`src/rtl/buffer_shift_ctrl_if.sv`:
```
// Handshake and configuration bundle between the row sequencer and its host/downstream logic.
interface buffer_shift_ctrl_if #(
    parameter int unsigned X_MAC      = 4,
    parameter int unsigned MUXCONTROL = 4,
    parameter int unsigned ADDR_W     = 10
);
    logic                    start;
    logic                    pad;
    logic [7:0]              num_words;
    logic [ADDR_W-1:0]       base_addr;
    logic [X_MAC*2-1:0]      buffermux_cfg;
    logic [X_MAC-1:0]        iszero_cfg;
    logic                    stall;
    logic                    busy;
    logic                    done;
    logic                    rd_en;
    logic [ADDR_W-1:0]       rd_addr;
    logic [MUXCONTROL-1:0]   control;
    logic [X_MAC*2-1:0]      buffermux;
    logic [X_MAC-1:0]        iszero;

    // Host side: issues requests and configuration, observes status.
    modport master (
        output start, pad, num_words, base_addr, buffermux_cfg, iszero_cfg, stall,
        input  busy, done, rd_en, rd_addr, control, buffermux, iszero
    );

    // Sequencer side.
    modport slave (
        input  start, pad, num_words, base_addr, buffermux_cfg, iszero_cfg, stall,
        output busy, done, rd_en, rd_addr, control, buffermux, iszero
    );
endinterface

```
`src/rtl/buffer_shift_ctrl.sv`:
```
// Row sequencer: reads each word of a row from buffer memory and, one cycle later,
// issues the matching shift-register op code; padded rows append two end codes.
module buffer_shift_ctrl #(
    parameter int unsigned X_MAC      = 4,
    parameter int unsigned MUXCONTROL = 4,
    parameter int unsigned ADDR_W     = 10
) (
    input  logic               clk,
    input  logic               rst,
    buffer_shift_ctrl_if.slave bus
);

    localparam logic [MUXCONTROL-1:0] CodePadInit1  = MUXCONTROL'(0);
    localparam logic [MUXCONTROL-1:0] CodePadUinit1 = MUXCONTROL'(2);
    localparam logic [MUXCONTROL-1:0] CodePadUinit2 = MUXCONTROL'(3);
    localparam logic [MUXCONTROL-1:0] CodeUpadInit1 = MUXCONTROL'(4);
    localparam logic [MUXCONTROL-1:0] CodeUpadUinit1 = MUXCONTROL'(6);
    localparam logic [MUXCONTROL-1:0] CodeUpadUinit2 = MUXCONTROL'(7);
    localparam logic [MUXCONTROL-1:0] CodePadEnd3   = MUXCONTROL'(8);
    localparam logic [MUXCONTROL-1:0] CodePadEnd4   = MUXCONTROL'(9);
    localparam logic [MUXCONTROL-1:0] CodeHold      = MUXCONTROL'(15);

    typedef enum logic [2:0] {StIdle, StRun, StEnd3, StEnd4, StFin} state_e;

    state_e state_q, state_d;

    // rd_cnt: next word to read; code_cnt: next word whose code is due.
    logic [7:0]            rd_cnt_q, rd_cnt_d;
    logic [7:0]            code_cnt_q, code_cnt_d;
    logic [7:0]            num_q, num_d;
    logic                  pad_q, pad_d;
    logic [ADDR_W-1:0]     base_q, base_d;
    logic                  busy_q, busy_d;
    logic                  done_q, done_d;
    logic                  rd_en_q, rd_en_d;
    logic [ADDR_W-1:0]     rd_addr_q, rd_addr_d;
    logic [MUXCONTROL-1:0] control_q, control_d;
    logic [X_MAC*2-1:0]    buffermux_q, buffermux_d;
    logic [X_MAC-1:0]      iszero_q, iszero_d;

    function automatic logic [MUXCONTROL-1:0] word_code(input logic [7:0] k, input logic pad);
        logic [MUXCONTROL-1:0] c;
        if (k == 8'd0) begin
            c = pad ? CodePadInit1 : CodeUpadInit1;
        end else if (k[0]) begin
            c = pad ? CodePadUinit1 : CodeUpadUinit1;
        end else begin
            c = pad ? CodePadUinit2 : CodeUpadUinit2;
        end
        return c;
    endfunction

    // State register.
    always_ff @(posedge clk) begin
        if (rst) begin
            state_q <= StIdle;
        end else begin
            state_q <= state_d;
        end
    end

    // Next-state logic; stall freezes every state except IDLE and FIN.
    always_comb begin
        state_d = state_q;
        unique case (state_q)
            StIdle: begin
                if (bus.start) begin
                    state_d = (bus.num_words == 8'd0) ? StFin : StRun;
                end
            end
            StRun: begin
                if (!bus.stall && (code_cnt_q == num_q)) begin
                    state_d = pad_q ? StEnd3 : StFin;
                end
            end
            StEnd3: begin
                if (!bus.stall) begin
                    state_d = StEnd4;
                end
            end
            StEnd4: begin
                if (!bus.stall) begin
                    state_d = StFin;
                end
            end
            StFin: state_d = StIdle;
            default: state_d = StIdle;
        endcase
    end

    // Output and datapath next values; outputs are registered so each code trails its read.
    always_comb begin
        rd_cnt_d    = rd_cnt_q;
        code_cnt_d  = code_cnt_q;
        num_d       = num_q;
        pad_d       = pad_q;
        base_d      = base_q;
        rd_addr_d   = rd_addr_q;
        buffermux_d = buffermux_q;
        iszero_d    = iszero_q;
        rd_en_d     = 1'b0;
        control_d   = CodeHold;
        busy_d      = (state_d != StIdle);
        done_d      = (state_d == StFin) && (state_q != StFin);
        unique case (state_q)
            StIdle: begin
                if (bus.start) begin
                    num_d       = bus.num_words;
                    pad_d       = bus.pad;
                    base_d      = bus.base_addr;
                    buffermux_d = bus.buffermux_cfg;
                    iszero_d    = bus.iszero_cfg;
                    rd_cnt_d    = 8'd0;
                    code_cnt_d  = 8'd0;
                    if (bus.num_words != 8'd0) begin
                        rd_en_d   = 1'b1;
                        rd_addr_d = bus.base_addr;
                        rd_cnt_d  = 8'd1;
                    end
                end
            end
            StRun: begin
                if (!bus.stall) begin
                    if (rd_cnt_q < num_q) begin
                        rd_en_d   = 1'b1;
                        rd_addr_d = base_q + ADDR_W'(rd_cnt_q);
                        rd_cnt_d  = rd_cnt_q + 8'd1;
                    end
                    if (code_cnt_q < rd_cnt_q) begin
                        control_d  = word_code(code_cnt_q, pad_q);
                        code_cnt_d = code_cnt_q + 8'd1;
                    end else if (pad_q) begin
                        control_d = CodePadEnd3;
                    end
                end
            end
            StEnd3: begin
                if (!bus.stall) begin
                    control_d = CodePadEnd4;
                end
            end
            StEnd4, StFin: begin
            end
            default: begin
            end
        endcase
    end

    // Datapath and output registers.
    always_ff @(posedge clk) begin
        if (rst) begin
            rd_cnt_q    <= '0;
            code_cnt_q  <= '0;
            num_q       <= '0;
            pad_q       <= 1'b0;
            base_q      <= '0;
            busy_q      <= 1'b0;
            done_q      <= 1'b0;
            rd_en_q     <= 1'b0;
            rd_addr_q   <= '0;
            control_q   <= CodeHold;
            buffermux_q <= '0;
            iszero_q    <= '0;
        end else begin
            rd_cnt_q    <= rd_cnt_d;
            code_cnt_q  <= code_cnt_d;
            num_q       <= num_d;
            pad_q       <= pad_d;
            base_q      <= base_d;
            busy_q      <= busy_d;
            done_q      <= done_d;
            rd_en_q     <= rd_en_d;
            rd_addr_q   <= rd_addr_d;
            control_q   <= control_d;
            buffermux_q <= buffermux_d;
            iszero_q    <= iszero_d;
        end
    end

    assign bus.busy      = busy_q;
    assign bus.done      = done_q;
    assign bus.rd_en     = rd_en_q;
    assign bus.rd_addr   = rd_addr_q;
    assign bus.control   = control_q;
    assign bus.buffermux = buffermux_q;
    assign bus.iszero    = iszero_q;

endmodule
```
`src/flat_wrapper.sv`:
```
// flat-port wrapper written by rule: the top's interface ports become plain ports
module buffer_shift_ctrl_flat 
#(
    parameter int unsigned X_MAC      = 4,
    parameter int unsigned MUXCONTROL = 4,
    parameter int unsigned ADDR_W     = 10
)
  (clk, rst, bus_start, bus_pad, bus_num_words, bus_base_addr, bus_buffermux_cfg, bus_iszero_cfg, bus_stall, bus_busy, bus_done, bus_rd_en, bus_rd_addr, bus_control, bus_buffermux, bus_iszero);
  buffer_shift_ctrl_if #(.X_MAC(X_MAC), .MUXCONTROL(MUXCONTROL), .ADDR_W(ADDR_W)) bus_i ();
  input  logic clk;
  input  logic rst;
  input wire logic [$bits(bus_i.start)-1:0] bus_start;
  input wire logic [$bits(bus_i.pad)-1:0] bus_pad;
  input wire logic [$bits(bus_i.num_words)-1:0] bus_num_words;
  input wire logic [$bits(bus_i.base_addr)-1:0] bus_base_addr;
  input wire logic [$bits(bus_i.buffermux_cfg)-1:0] bus_buffermux_cfg;
  input wire logic [$bits(bus_i.iszero_cfg)-1:0] bus_iszero_cfg;
  input wire logic [$bits(bus_i.stall)-1:0] bus_stall;
  output wire logic [$bits(bus_i.busy)-1:0] bus_busy;
  output wire logic [$bits(bus_i.done)-1:0] bus_done;
  output wire logic [$bits(bus_i.rd_en)-1:0] bus_rd_en;
  output wire logic [$bits(bus_i.rd_addr)-1:0] bus_rd_addr;
  output wire logic [$bits(bus_i.control)-1:0] bus_control;
  output wire logic [$bits(bus_i.buffermux)-1:0] bus_buffermux;
  output wire logic [$bits(bus_i.iszero)-1:0] bus_iszero;
  assign bus_i.start = bus_start;
  assign bus_i.pad = bus_pad;
  assign bus_i.num_words = bus_num_words;
  assign bus_i.base_addr = bus_base_addr;
  assign bus_i.buffermux_cfg = bus_buffermux_cfg;
  assign bus_i.iszero_cfg = bus_iszero_cfg;
  assign bus_i.stall = bus_stall;
  assign bus_busy = bus_i.busy;
  assign bus_done = bus_i.done;
  assign bus_rd_en = bus_i.rd_en;
  assign bus_rd_addr = bus_i.rd_addr;
  assign bus_control = bus_i.control;
  assign bus_buffermux = bus_i.buffermux;
  assign bus_iszero = bus_i.iszero;
  buffer_shift_ctrl #(.X_MAC(X_MAC), .MUXCONTROL(MUXCONTROL), .ADDR_W(ADDR_W)) u_core (.clk(clk), .rst(rst), .bus(bus_i));
endmodule
```
`config.mk`:
```
export PLATFORM = sky130hd
export DESIGN_NAME = buffer_shift_ctrl_flat
export DESIGN_NICKNAME = d
export VERILOG_FILES = /design/src/rtl/buffer_shift_ctrl_if.sv /design/src/rtl/buffer_shift_ctrl.sv /design/src/flat_wrapper.sv
export SDC_FILE = /design/constraint.sdc
export NUM_CORES = 1
export LEC_CHECK = 0
export CORE_ASPECT_RATIO = 1.25
export CORE_UTILIZATION = 40
export CTS_CLUSTER_SIZE = 14
export DETAILED_ROUTE_END_ITERATION = 10
export PLACE_DENSITY_LB_ADDON = 0.1
export SLEW_MARGIN = 0
export SYNTH_ARGS = -nofsm -noshare
export SYNTH_HDL_FRONTEND = slang
export SYNTH_SLANG_ARGS = --single-unit
```
`constraint.sdc`:
```
create_clock -name clk -period 2.7 [get_ports clk]
set_input_delay 0.675 -clock clk [delete_from_list [all_inputs] [get_ports clk]]
set_output_delay 0.675 -clock clk [all_outputs]
set_load 0.05 [all_outputs]
```
Word level (Yosys, flattened, before mapping)
Cells that the tools add are included.
{ "op_classes": {"add_sub_neg": 3, "mul": 0, "div": 0, "n_lt_le_gt_ge": 2, "n_eq_ne": 11, "n_shift": 0, "mux": 36, "bitwise_logic": 0, "reduce_logical": 13} }
{ "ops": {"columns": ["operator", "n"], "rows": [
  ["$mux 8", 6],
  ["$mux 10", 4],
  ["$mux 3", 11],
  ["$pmux 8 s2", 2],
  ["$pmux 10 s2", 1],
  ["$add 8x1->8 const B", 2],
  ["$logic_not 8->1", 2],
  ["$lt 8x8->1", 2],
  ["$mux 4", 4],
  ["$pmux 3 s4", 1],
  ["$add 10x8->10", 1],
  ["$eq 8x8->1", 1],
  ["$pmux 4 s2", 1],
  ["$reduce_and 4->1", 2],
  ["$reduce_bool 8->1", 1],
  ["$eq 3x2->1 const B", 2],
  ["$ne 2x1->1 const B", 3],
  ["$mux 1", 5],
  ["$reduce_and 5->1", 1],
  ["$ne 2x2->1 const B", 2],
  ["$eq 3x1->1 const B", 1],
  ["$eq 3x3->1 const B", 1],
  ["$logic_not 3->1", 1],
  ["$ne 3x3->1 const B", 1],
  ["other kinds (6)", 7]
]} }
{ "word_totals": {"ff_bits": 67, "latchBits": 0, "ram_bits": 0, "rom_bits": 0, "wordCells": 78, "n_memories": 0} }

Longest topological paths before layout
Gate-level depths: netlist of run 1.
{ "depth": {"depth_word": 6, "ltp_mapped": 9, "ltp_nobuf": 8} }

Least setup slack after synthesis of run 1
No wires, ideal clock.
{ "synth_timing": {"kind": "register to register", "startpoint": "register u_core.rd_cnt_q[2]", "endpoint": "register u_core.code_cnt_q[2]", "arrival_time_ns": 1.823, "required_ns": 2.572, "slack_ns": 0.749, "stages_incl_launch_ff": 10, "n_path_buf": 1, "period_less_slack_ns": 1.951, "path_cell_list": "dfxtp_1 -> inv_1 -> ha_1 -> a211oi_1 -> o21ai_0 -> a211oi_2 -> buf_2 -> o211ai_1 -> xor2_1 -> nor2_1"} }
{ "synth_between": {"elab_chain_len": 3} }
{ "synth_lines": {"columns": ["element", "line_no", "rtl"], "rows": [
  ["start: declaration", "buffer_shift_ctrl.sv:28", "logic [7:0] rd_cnt_q, rd_cnt_d;"],
  ["start signal: assignment", "buffer_shift_ctrl.sv:165", "rd_cnt_q <= rd_cnt_d;"],
  ["$lt 8x8->1", "buffer_shift_ctrl.sv:129", "if (code_cnt_q < rd_cnt_q) begin"],
  ["$ne 2x1->1 (no line)", null, null],
  ["$reduce_and 4->1 (no line)", null, null],
  ["end signal: assignment", "buffer_shift_ctrl.sv:166", "code_cnt_q <= code_cnt_d;"],
  ["end: declaration", "buffer_shift_ctrl.sv:29", "logic [7:0] code_cnt_q, code_cnt_d;"]
]} }
Every way passes these cells.
A chain may end at the register's enable or synchronous reset.

Worst setup path in the final report of run 1
{ "layout_timing": {"startpoint": "register u_core.rd_cnt_q[2]", "endpoint": "register u_core.code_cnt_q[4]"} }
Same word-level chain as after synthesis.

==> metrics.md, run 1 <==
| Metric | Value |
|---|---|
| Status | finished, final reports clean |
| Startpoint Class | flip-flop |
| Final WL | 9350 um |
| Synth Warn # | 0 |
| Antenna Violating Nets Remaining | 0 |
| Synth area leader | dfxtp_1 |
| Fmax achieved | 424 MHz |
| HPWL Detailed | 6940 um |
| Max-cap violations | 0 |
| Bufs and invs on worst path | 1 |
| Most common cell on crit path | o21a_1 |
| Vias in the first global route | 3286 |
| Required time of the critical path | 2.95 ns |
| Arrival time worst endpoint | 2.61 ns |
| Antenna fix cells | 0 |
| Max-slew headroom | 0.501 |
| Synth unique cells | 50 |
| Unrepaired setup endpoints after global routing | no |
| CP peak stage delay | 0.50 ns |
| Clock Latency Late Sink | 0.36 ns |
| Min Tclk post-route | 2.36 ns |
| Synth Register Bits | 67 |
| DP Worst Slack | 0.331 ns |
| DR vias | 3378 |
| CTS clock-pin slew for the worst setup and hold paths | 0.07 ns |
| Area share of the largest cell type after synthesis | 0.377 |
| Lkg Pwr | 1.72 nW |
| Top_reg_cell synth | dfxtp_1 |
| Net Count, Synth | 512 |
| Worst r2r path cells | 8 |
| Placed insts | 625 |
| Crit path capture | u_core.code_cnt_q[4]$_SDFFE_PP0P_ |
| Cell Area, Synth | 3560 um^2 |
| Syn_area_per_cell | 7.90 um^2 |
| Top delay family on crit path | compound AO/OA/AOI/OAI gates |
| CP endpoint kind | flip-flop |
| Post-CTS setup buffers | 0 |
| Core area | 8650 um^2 |
| Post-Synthesis Cells | 451 |
| HP Class | reg -> reg |
| Largest net degree at the start of global routing | 33 |
| CTS tree | built |
| Worst slew pin tran | 0.746 ns |
| Fraction of layout cells with a size suffix above 1 | 0.0787 |
| DR DRC count | 0 |
| Initial antenna violation count | 0 |
| DR iter-0 viols | 109 |
| Die area | 9290 um^2 |
| Post-layout util | 0.526 |
| Max Buffers Root-to-Sink | 2 |
| Crit path kind | reg -> reg |
| Worst r2r src | u_core.rd_cnt_q[2]$_SDFFE_PP0P_ |
| Pwr/cell area | 603 nW/um^2 |
| Worst path slowest cell | a211oi_2 |
| Via-per-instance ratio | 5.27 |
| CTS Buf Count | 9 |
| Remaining Overflow, GRT | 0 |
| GRT Util Overall | 0.219 |
| Resize count post-CTS | 0 |
| Top Ports | 64 |
| R2r endpoint | u_core.code_cnt_q[4]$_SDFFE_PP0P_ |
| Die width | 86.4 um |
| Fillers | 879 |
| Hold Vio Cnt, Final | 0 |
| Total power | 2.74 mW |
| CTS root buf | clkbuf_8 |
| Max Clock Skew | 0.00474 ns |
| Final GP Congestion | 0.868 |
| Worst vdd ir | 0.315 mV |
| Setup ws final | 0.343 ns |
| Hold_buf cts | 0 |
| First drt pass iteration count | 4 |
| Number of H-tree levels | 3 |
| CP Cell Sequence | inv_1 > ha_1 > a211oi_1 > o21ai_0 > a211oi_2 > o21ai_2 > o21a_1 > o21a_1 |
| Pins over their slew limit | 0 |
| Global-route wire length before repair | 15400 um |
| Non-filler cells in the finished layout | 641 |
| Worst Setup SP | u_core.rd_cnt_q[2]$_SDFFE_PP0P_ |
| Area grow syn2layout | 27.7% |
| Final setup viols | 0 |
| Fin crit share | 0.873 |
| Clk sink count | 67 |
| Synth area leaders | dfxtp_1 (38%), nand2_1 (9.6%), ha_1 (8.8%) |
| R2R Setup Slk | 0.34 ns |
| CP Max Fanout | 7 |
| Number of synthesized flops with an enable pin | 0 |
| Die height | 108 um |
| DR WL/cell | 14.6 um |
| Initial Util | 0.412 |
| Post-synthesis sequential area ratio | 0.377 |
| Synth async-reset ratio | 0 |
| # rows | 38 |
| Nets | 577 |
| Stages on the worst setup path | 8 |
| PortBufs | 63 |
| Setup TNS | 0 ns |
Yosys cell counts (3+ instances only):
cell       n
and2_1     3
nand3_1    6
a21o_1     3
dfxtp_1   67
nor2_1    36
a31oi_1    3
xnor2_1   14
a21oi_1   53
and3_1     4
a311oi_1   3
nor4_1     5
or3_1      3
clkbuf_1  17
a211oi_1  10
o31ai_1    3
nand4_1    7
inv_1     21
ha_1      25
nor3_1     7
o211ai_1   9
o21ai_0   18
xor2_1     7
nand2_1   91
cell usage in the layout (no fill, tap or decap), types with 9 or more instances in the layout:
cell type | synthesis | layout
buf_4 | 2 | 12
inv_1 | 21 | 21
nor2_1 | 36 | 36
ha_1 | 25 | 25
xnor2_1 | 14 | 14
a21oi_1 | 53 | 53
clkdlybuf4s50_1 | 0 | 62
a211oi_1 | 10 | 10
o21ai_0 | 18 | 18
o211ai_1 | 9 | 9
clkbuf_8 | 0 | 9
nand2_1 | 91 | 91
dfxtp_1 | 67 | 67
registers in the layout, indices dropped and copies added (netlist names), 3 cells and up:
register              count
u_core.bus.control        4
u_core.bus.rd_addr       10
u_core.base_q            10
u_core.rd_cnt_q           8
u_core.bus.buffermux      8
u_core.state_q            3
u_core.code_cnt_q         8
u_core.num_q              8
u_core.bus.iszero         4
power by group:
group / leakage, nW / switching, mW / total (mW) / internal [mW]
clock network: 0.103 / 0.415 / 0.937 / 0.521
registers: 0.548 / 0.0525 / 1.11 / 1.06
logic: 1.07 / 0.440 / 0.693 / 0.253
total: 1.72 / 0.907 / 2.74 / 1.84
cell type report:
class / instances / area, um^2 / share of cell area
repair buffers: 75 / 716 / 0.157
flip-flops and latches: 67 / 1340 / 0.295
inverters: 21 / 78.8 / 0.0173
well taps: 120 / 150 / 0.0330
clock buffers: 10 / 128 / 0.0281
multi-input cells: 342 / 2050 / 0.450
clock inverters: 6 / 88.8 / 0.0195
worst reg2reg max path, cell delays in order (launching register included):
cell and delay [ns]:
dfxtp_1 0.46, inv_1 0.11, ha_1 0.30, a211oi_1 0.20
o21ai_0 0.14, a211oi_2 0.50, o21ai_2 0.15, o21a_1 0.21
o21a_1 0.18
kinds of logic (layout without fill, tap and decap cells):
kind of cell / Yosys count / after routing / synth area share
AND/OR/NAND/NOR: 175 / 175 / 0.219
flip-flops: 67 / 67 / 0.377
XOR/XNOR: 21 / 21 / 0.0516
AO/OA/AOI/OAI: 120 / 120 / 0.211
buffers and inverters: 42 / 112 / 0.0488
adder cells (fa/ha/maj): 26 / 26 / 0.0934
how the worst min path moves through the flow:
| stage | from | endpoint | slack [ns] | depth (start not counted) |
|---|---|---|---|---|
| finish | u_core.bus.rd_addr[2]$_SDFFE_PP0P_ | u_core.bus.rd_addr[2]$_SDFFE_PP0P_ | 0.45 | 2 |
| global route | u_core.bus.rd_addr[2]$_SDFFE_PP0P_ | u_core.bus.rd_addr[2]$_SDFFE_PP0P_ | 0.47 | 2 |
| CTS | u_core.bus.rd_addr[2]$_SDFFE_PP0P_ | u_core.bus.rd_addr[2]$_SDFFE_PP0P_ | 0.46 | 2 |
| detailed placement | u_core.bus.rd_addr[2]$_SDFFE_PP0P_ | u_core.bus.rd_addr[2]$_SDFFE_PP0P_ | 0.45 | 2 |
| global placement | u_core.bus.buffermux[1]$_SDFFE_PP0P_ | u_core.bus.buffermux[1]$_SDFFE_PP0P_ | 0.44 | 2 |
| floorplan | u_core.base_q[0]$_SDFFE_PP0P_ | u_core.base_q[0]$_SDFFE_PP0P_ | 0.44 | 2 |
routing by layer:
| layer | wire, um | track usage | vias to the layer above |
|---|---|---|---|
| met3 | 311 | 0.0429 | 19 |
| met4 | 234 | 0.114 | 0 |
| met1 | 4020 | 0.245 | 1597 |
| met5 | 0 | 0 | - |
| li1 | - | - | 1695 |
| met2 | 4790 | 0.387 | 67 |
metrics by stage:
step           instance area (um^2)  hold slack, ns
2_1_floorplan                  3560           0.441
3_5_place_dp                   4330           0.448
4_1_cts                        4550           0.459
3_3_place_gp                   4330           0.443
6_report                       4550           0.454
5_1_grt                        4550           0.469
(Power assumes the default switching activity.)
==> run 2: changes to the inputs <==
PLACE_DENSITY_LB_ADDON = 0.08   (was 0.1)
==> metrics.md, run 2 (same netlist as run 1, synthesis figures left out) <==
| Metric | Value |
|---|---|
| Clk sink count | 67 |
| Pwr/cell area | 601 nW/um^2 |
| CTS tree | built |
| DR vias | 3416 |
| Number of H-tree levels | 3 |
| Initial antenna violation count | 0 |
| Lkg Pwr | 1.74 nW |
| CP peak stage delay | 0.50 ns |
| Status | finished, final reports clean |
| Nets | 580 |
| Max Clock Skew | 0.0105 ns |
| CTS root buf | clkbuf_8 |
| Max Buffers Root-to-Sink | 2 |
| Final GP Congestion | 0.806 |
| Fraction of layout cells with a size suffix above 1 | 0.0784 |
| Area grow syn2layout | 28.5% |
| HP Class | reg -> reg |
| PortBufs | 63 |
| Unrepaired setup endpoints after global routing | no |
| Fin crit share | 0.829 |
| Worst path slowest cell | dfxtp_1 |
| CTS clock-pin slew for the worst setup and hold paths | 0.07 ns |
| Final WL | 9510 um |
| Startpoint Class | flip-flop |
| Commonest non-fill, non-tap cells in the layout | nand2_1 (91), dfxtp_1 (67), clkdlybuf4s50_1 (62) |
| Post-CTS setup buffers | 0 |
| Remaining Overflow, GRT | 0 |
| DR iter-0 viols | 79 |
| CP Cell Sequence | ha_1 > a211oi_1 > o21ai_0 > a211oi_2 > o21ai_2 > o21a_1 > o21a_1 |
| Clock Latency Late Sink | 0.36 ns |
| Setup TNS | 0 ns |
| Antenna Violating Nets Remaining | 0 |
| Most common cell on crit path | o21a_1 |
| Worst slew pin tran | 0.519 ns |
| Die height | 108 um |
| Top Ports | 64 |
| Die width | 86.4 um |
| # rows | 38 |
| CP Max Fanout | 7 |
| Max-slew headroom | 0.653 |
| Required time of the critical path | 2.95 ns |
| Final setup viols | 0 |
| Die area | 9290 um^2 |
| Global-route wire length before repair | 15800 um |
| Top delay family on crit path | compound AO/OA/AOI/OAI gates |
| Commonest non-fill, non-tap cell in the layout | nand2_1 |
| Largest net degree at the start of global routing | 36 |
| Fmax achieved | 447 MHz |
| HPWL Detailed | 7070 um |
| Resize count post-CTS | 0 |
| CP endpoint kind | flip-flop |
| Pins over their slew limit | 0 |
| Min Tclk post-route | 2.24 ns |
| CTS Buf Count | 9 |
| Arrival time worst endpoint | 2.48 ns |
| Bufs and invs on worst path | 0 |
| Core area | 8650 um^2 |
| Worst vdd ir | 0.377 mV |
| Vias in the first global route | 3302 |
| Max-cap violations | 0 |
| Hold Vio Cnt, Final | 0 |
| Via-per-instance ratio | 5.31 |
| GRT Util Overall | 0.223 |
| Crit path kind | reg -> reg |
| Final Cell Area | 4580 um^2 |
| Total power | 2.75 mW |
| Post-DP Area | 4370 um^2 |
| Initial Util | 0.412 |
| Antenna fix cells | 0 |
| First drt pass iteration count | 4 |
| Hold_buf cts | 0 |
| DR DRC count | 0 |
| DR WL/cell | 14.8 um |
## run 2: cell count changes in the layout (fill, tap and decap cells not counted), sizes merged
cell / delta
clkinvlp: -2
inv: -1
clkbuf: +3
buf: +3
clkinv: -1
## run 2: metrics by stage
step	utilization	cells	setup slack (ns)	hold slack, ns
finish	0.529	643	0.462	0.455
floorplan	-	451	0.749	0.441
global route	0.529	643	0.230	0.470
CTS	0.529	643	0.459	0.458
global placement	0.505	628	0.232	0.441
detailed placement	0.505	628	0.167	0.448
## run 2: path summary, 6_finish.rpt
check,from,slack (ns),to,depth (start not counted)
min,u_core.bus.buffermux[7]$_SDFFE_PP0P_,0.46,u_core.bus.buffermux[7]$_SDFFE_PP0P_,2
min reg2reg,u_core.bus.buffermux[7]$_SDFFE_PP0P_,0.46,u_core.bus.buffermux[7]$_SDFFE_PP0P_,2
max,u_core.code_cnt_q[2]$_SDFFE_PP0P_,0.46,u_core.code_cnt_q[4]$_SDFFE_PP0P_,7
max reg2reg,u_core.code_cnt_q[2]$_SDFFE_PP0P_,0.46,u_core.code_cnt_q[4]$_SDFFE_PP0P_,7
## run 2: routing by layer
metal  track usage  vias to the layer above  routed length (um)
met5             0                        -                   0
met4         0.112                        0                 232
li1              -                     1709                   -
met1         0.253                     1622                4070
met2         0.401                       68                4870
met3        0.0337                       17                 330
## run 2: worst register-to-register path: stages, from the launching register on
cell	delay [ns]
dfxtp_1	0.50
ha_1	0.30
a211oi_1	0.19
o21ai_0	0.16
a211oi_2	0.47
o21ai_2	0.14
o21a_1	0.21
o21a_1	0.17
## run 2: cell type report
type,instances,area [um^2]
Fill cell,860,4080
Multi-Input combinational cell,342,2050
Sequential cell,67,1340
Timing Repair Buffer,78,751
Tap cell,120,150
Clock buffer,13,149
Inverter,21,78.8
Clock inverter,2,60.1
## run 2: where the power goes
| group | switching [mW] | internal (mW) |
|---|---|---|
| Clock | 0.379 | 0.542 |
| Sequential | 0.0486 | 1.06 |
| Combinational | 0.453 | 0.264 |
| Total | 0.881 | 1.87 |
==> run 3: changes to the inputs <==
clock period = 2.2 ns   (was 2.7 ns; I/O delays follow)
==> metrics.md, run 3 (same netlist as run 1, synthesis figures left out) <==
| Metric | Value |
|---|---|
| Arrival time worst endpoint | 2.35 ns |
| Min Tclk post-route | 2.08 ns |
| Max Clock Skew | 0.00640 ns |
| DR iter-0 viols | 130 |
| CTS root buf | clkbuf_8 |
| Unrepaired setup endpoints after global routing | no |
| R2R Setup Slk | 0.12 ns |
| WHS Endpoint | u_core.bus.buffermux[7]$_SDFFE_PP0P_ |
| Required time of the critical path | 2.46 ns |
| Worst vdd ir | 0.372 mV |
| Max-cap violations | 0 |
| PortBufs | 63 |
| Remaining Overflow, GRT | 0 |
| Number of H-tree levels | 3 |
| Worst slew pin tran | 0.519 ns |
| CP endpoint kind | flip-flop |
| Hold_buf cts | 0 |
| Area grow syn2layout | 34.9% |
| Footprint of the multi-input gates | 2050 um^2 |
| Hold depth | 2 |
| Commonest non-fill, non-tap cell in the layout | nand2_1 |
| Max Buffers Root-to-Sink | 2 |
| Startpoint Class | flip-flop |
| Status | finished, final reports clean |
| Non-filler cells in the finished layout | 666 |
| Antenna Violating Nets Remaining | 0 |
| R2r endpoint | u_core.bus.rd_addr[8]$_SDFFE_PP0P_ |
| Initial Util | 0.412 |
| Die height | 108 um |
| # rows | 38 |
| CTS tree | built |
| Global-route wire length before repair | 16400 um |
| Fmax achieved | 480 MHz |
| Crit path kind | reg -> reg |
| Most used routing layer | met2 |
| Final setup viols | 0 |
| Top Ports | 64 |
| CTS clock-pin slew for the worst setup and hold paths | 0.08 ns |
| Vias in the first global route | 3487 |
| Final GP Congestion | 0.828 |
| Hold Vio Cnt, Final | 0 |
| Core area | 8650 um^2 |
| FF+latch area | 1350 um^2 |
| Total power | 3.50 mW |
| First drt pass iteration count | 4 |
| Commonest non-fill, non-tap cells in the layout | nand2_1 (91), dfxtp_1 (65), clkdlybuf4s50_1 (62) |
| Largest net degree at the start of global routing | 28 |
| Met3 Track Usage GR | 0.0314 |
| Fraction of layout cells with a size suffix above 1 | 0.126 |
| Min-Delay Startpoint | u_core.bus.buffermux[7]$_SDFFE_PP0P_ |
| Nets | 602 |
| Hold_ws | 0.458 ns |
| Met1 Resource Use GR | 0.271 |
| Worst r2r path cells | 8 |
| Pins over their slew limit | 0 |
| Die width | 86.4 um |
| CTS Buf Count | 9 |
| DR vias | 3441 |
| Initial antenna violation count | 0 |
| Clk sink count | 67 |
| Pwr/cell area | 727 nW/um^2 |
| Fin crit share | 0.948 |
| Lkg Pwr | 1.88 nW |
| HPWL Detailed | 7400 um |
| Die area | 9290 um^2 |
| Worst r2r src | u_core.base_q[0]$_SDFFE_PP0P_ |
| Setup TNS | 0 ns |
| HP Class | reg -> reg |
| DP Worst Slack | -0.142 ns |
| Fillers | 861 |
| DR DRC count | 0 |
| Final WL | 9750 um |
| Met2 Use GR | 0.404 |
| Via-per-instance ratio | 5.17 |
| Setup ws final | 0.115 ns |
| Clock Latency Late Sink | 0.35 ns |
| Antenna fix cells | 0 |
| Max-slew headroom | 0.653 |
| GRT Util Overall | 0.230 |
| CP Max Fanout | 3 |
| DR WL/cell | 14.6 um |
| Placed insts | 650 |
run 3: changes by cell type in the layout (fill, tap and decap cells not counted), sizes merged:
| cell | delta |
|---|---|
| clkinv | +1 |
| inv | +1 |
| clkinvlp | +1 |
| buf | +22 |
| clkbuf | -2 |
run 3: final cells by class:
type	instances	area share
clock buffer	11	0.0294
clock inverter	5	0.0177
inverter	21	0.0164
multi-input combinational	342	0.427
sequential	67	0.280
tap	120	0.0312
timing repair buffer	100	0.198
run 3: worst max-delay path by stage:
stage | from | endpoint | depth (start not counted)
2_1_floorplan | u_core.rd_cnt_q[2]$_SDFFE_PP0P_ | u_core.code_cnt_q[2]$_SDFFE_PP0P_ | 9
3_3_place_gp | bus_num_words[6] | u_core.bus.rd_addr[8]$_SDFFE_PP0P_ | 8
3_5_place_dp | bus_num_words[6] | u_core.bus.rd_addr[8]$_SDFFE_PP0P_ | 8
4_1_cts | u_core.rd_cnt_q[2]$_SDFFE_PP0P_ | u_core.code_cnt_q[4]$_SDFFE_PP0P_ | 9
5_1_grt | u_core.base_q[0]$_SDFFE_PP0P_ | u_core.bus.rd_addr[8]$_SDFFE_PP0P_ | 8
6_report | u_core.base_q[0]$_SDFFE_PP0P_ | u_core.bus.rd_addr[8]$_SDFFE_PP0P_ | 8
run 3: routing by layer:
| layer | share of wire | wire length (um) |
|---|---|---|
| met2 | 0.51 | 5000 |
| met5 | 0 | 0 |
| met1 | 0.44 | 4280 |
| met3 | 0.028 | 269 |
| met4 | 0.021 | 204 |
run 3: power breakdown:
part / internal (mW) / switching (mW)
logic: 0.388 / 0.578
registers: 1.30 / 0.0575
clock network: 0.675 / 0.497
total: 2.36 / 1.13
run 3: worst max-delay path: stages, from the launching register on:
cell and delay [ns]:
dfxtp_1 0.32, ha_1 0.24, fa_1 0.46, a211oi_2 0.25, o211ai_1 0.12, o211ai_1 0.13
xnor2_1 0.15, nand2_1 0.08, a211oi_1 0.23
run 3: per-stage QoR:
stage | cell area [um^2] | util
after floorplan | 3560 | -
after global placement | 4570 | 0.528
after detailed placement | 4570 | 0.528
after CTS | 4800 | 0.554
after global routing | 4810 | 0.556
final | 4810 | 0.556
run 3: repair_timing:
| action | in CTS | in global routing |
|---|---|---|
| setup endpoints to repair | 0 | 13 |
| gates resized for setup | 0 | 4 |
| buffers inserted | 0 | 0 |
| hold endpoints to repair | 0 | 0 |
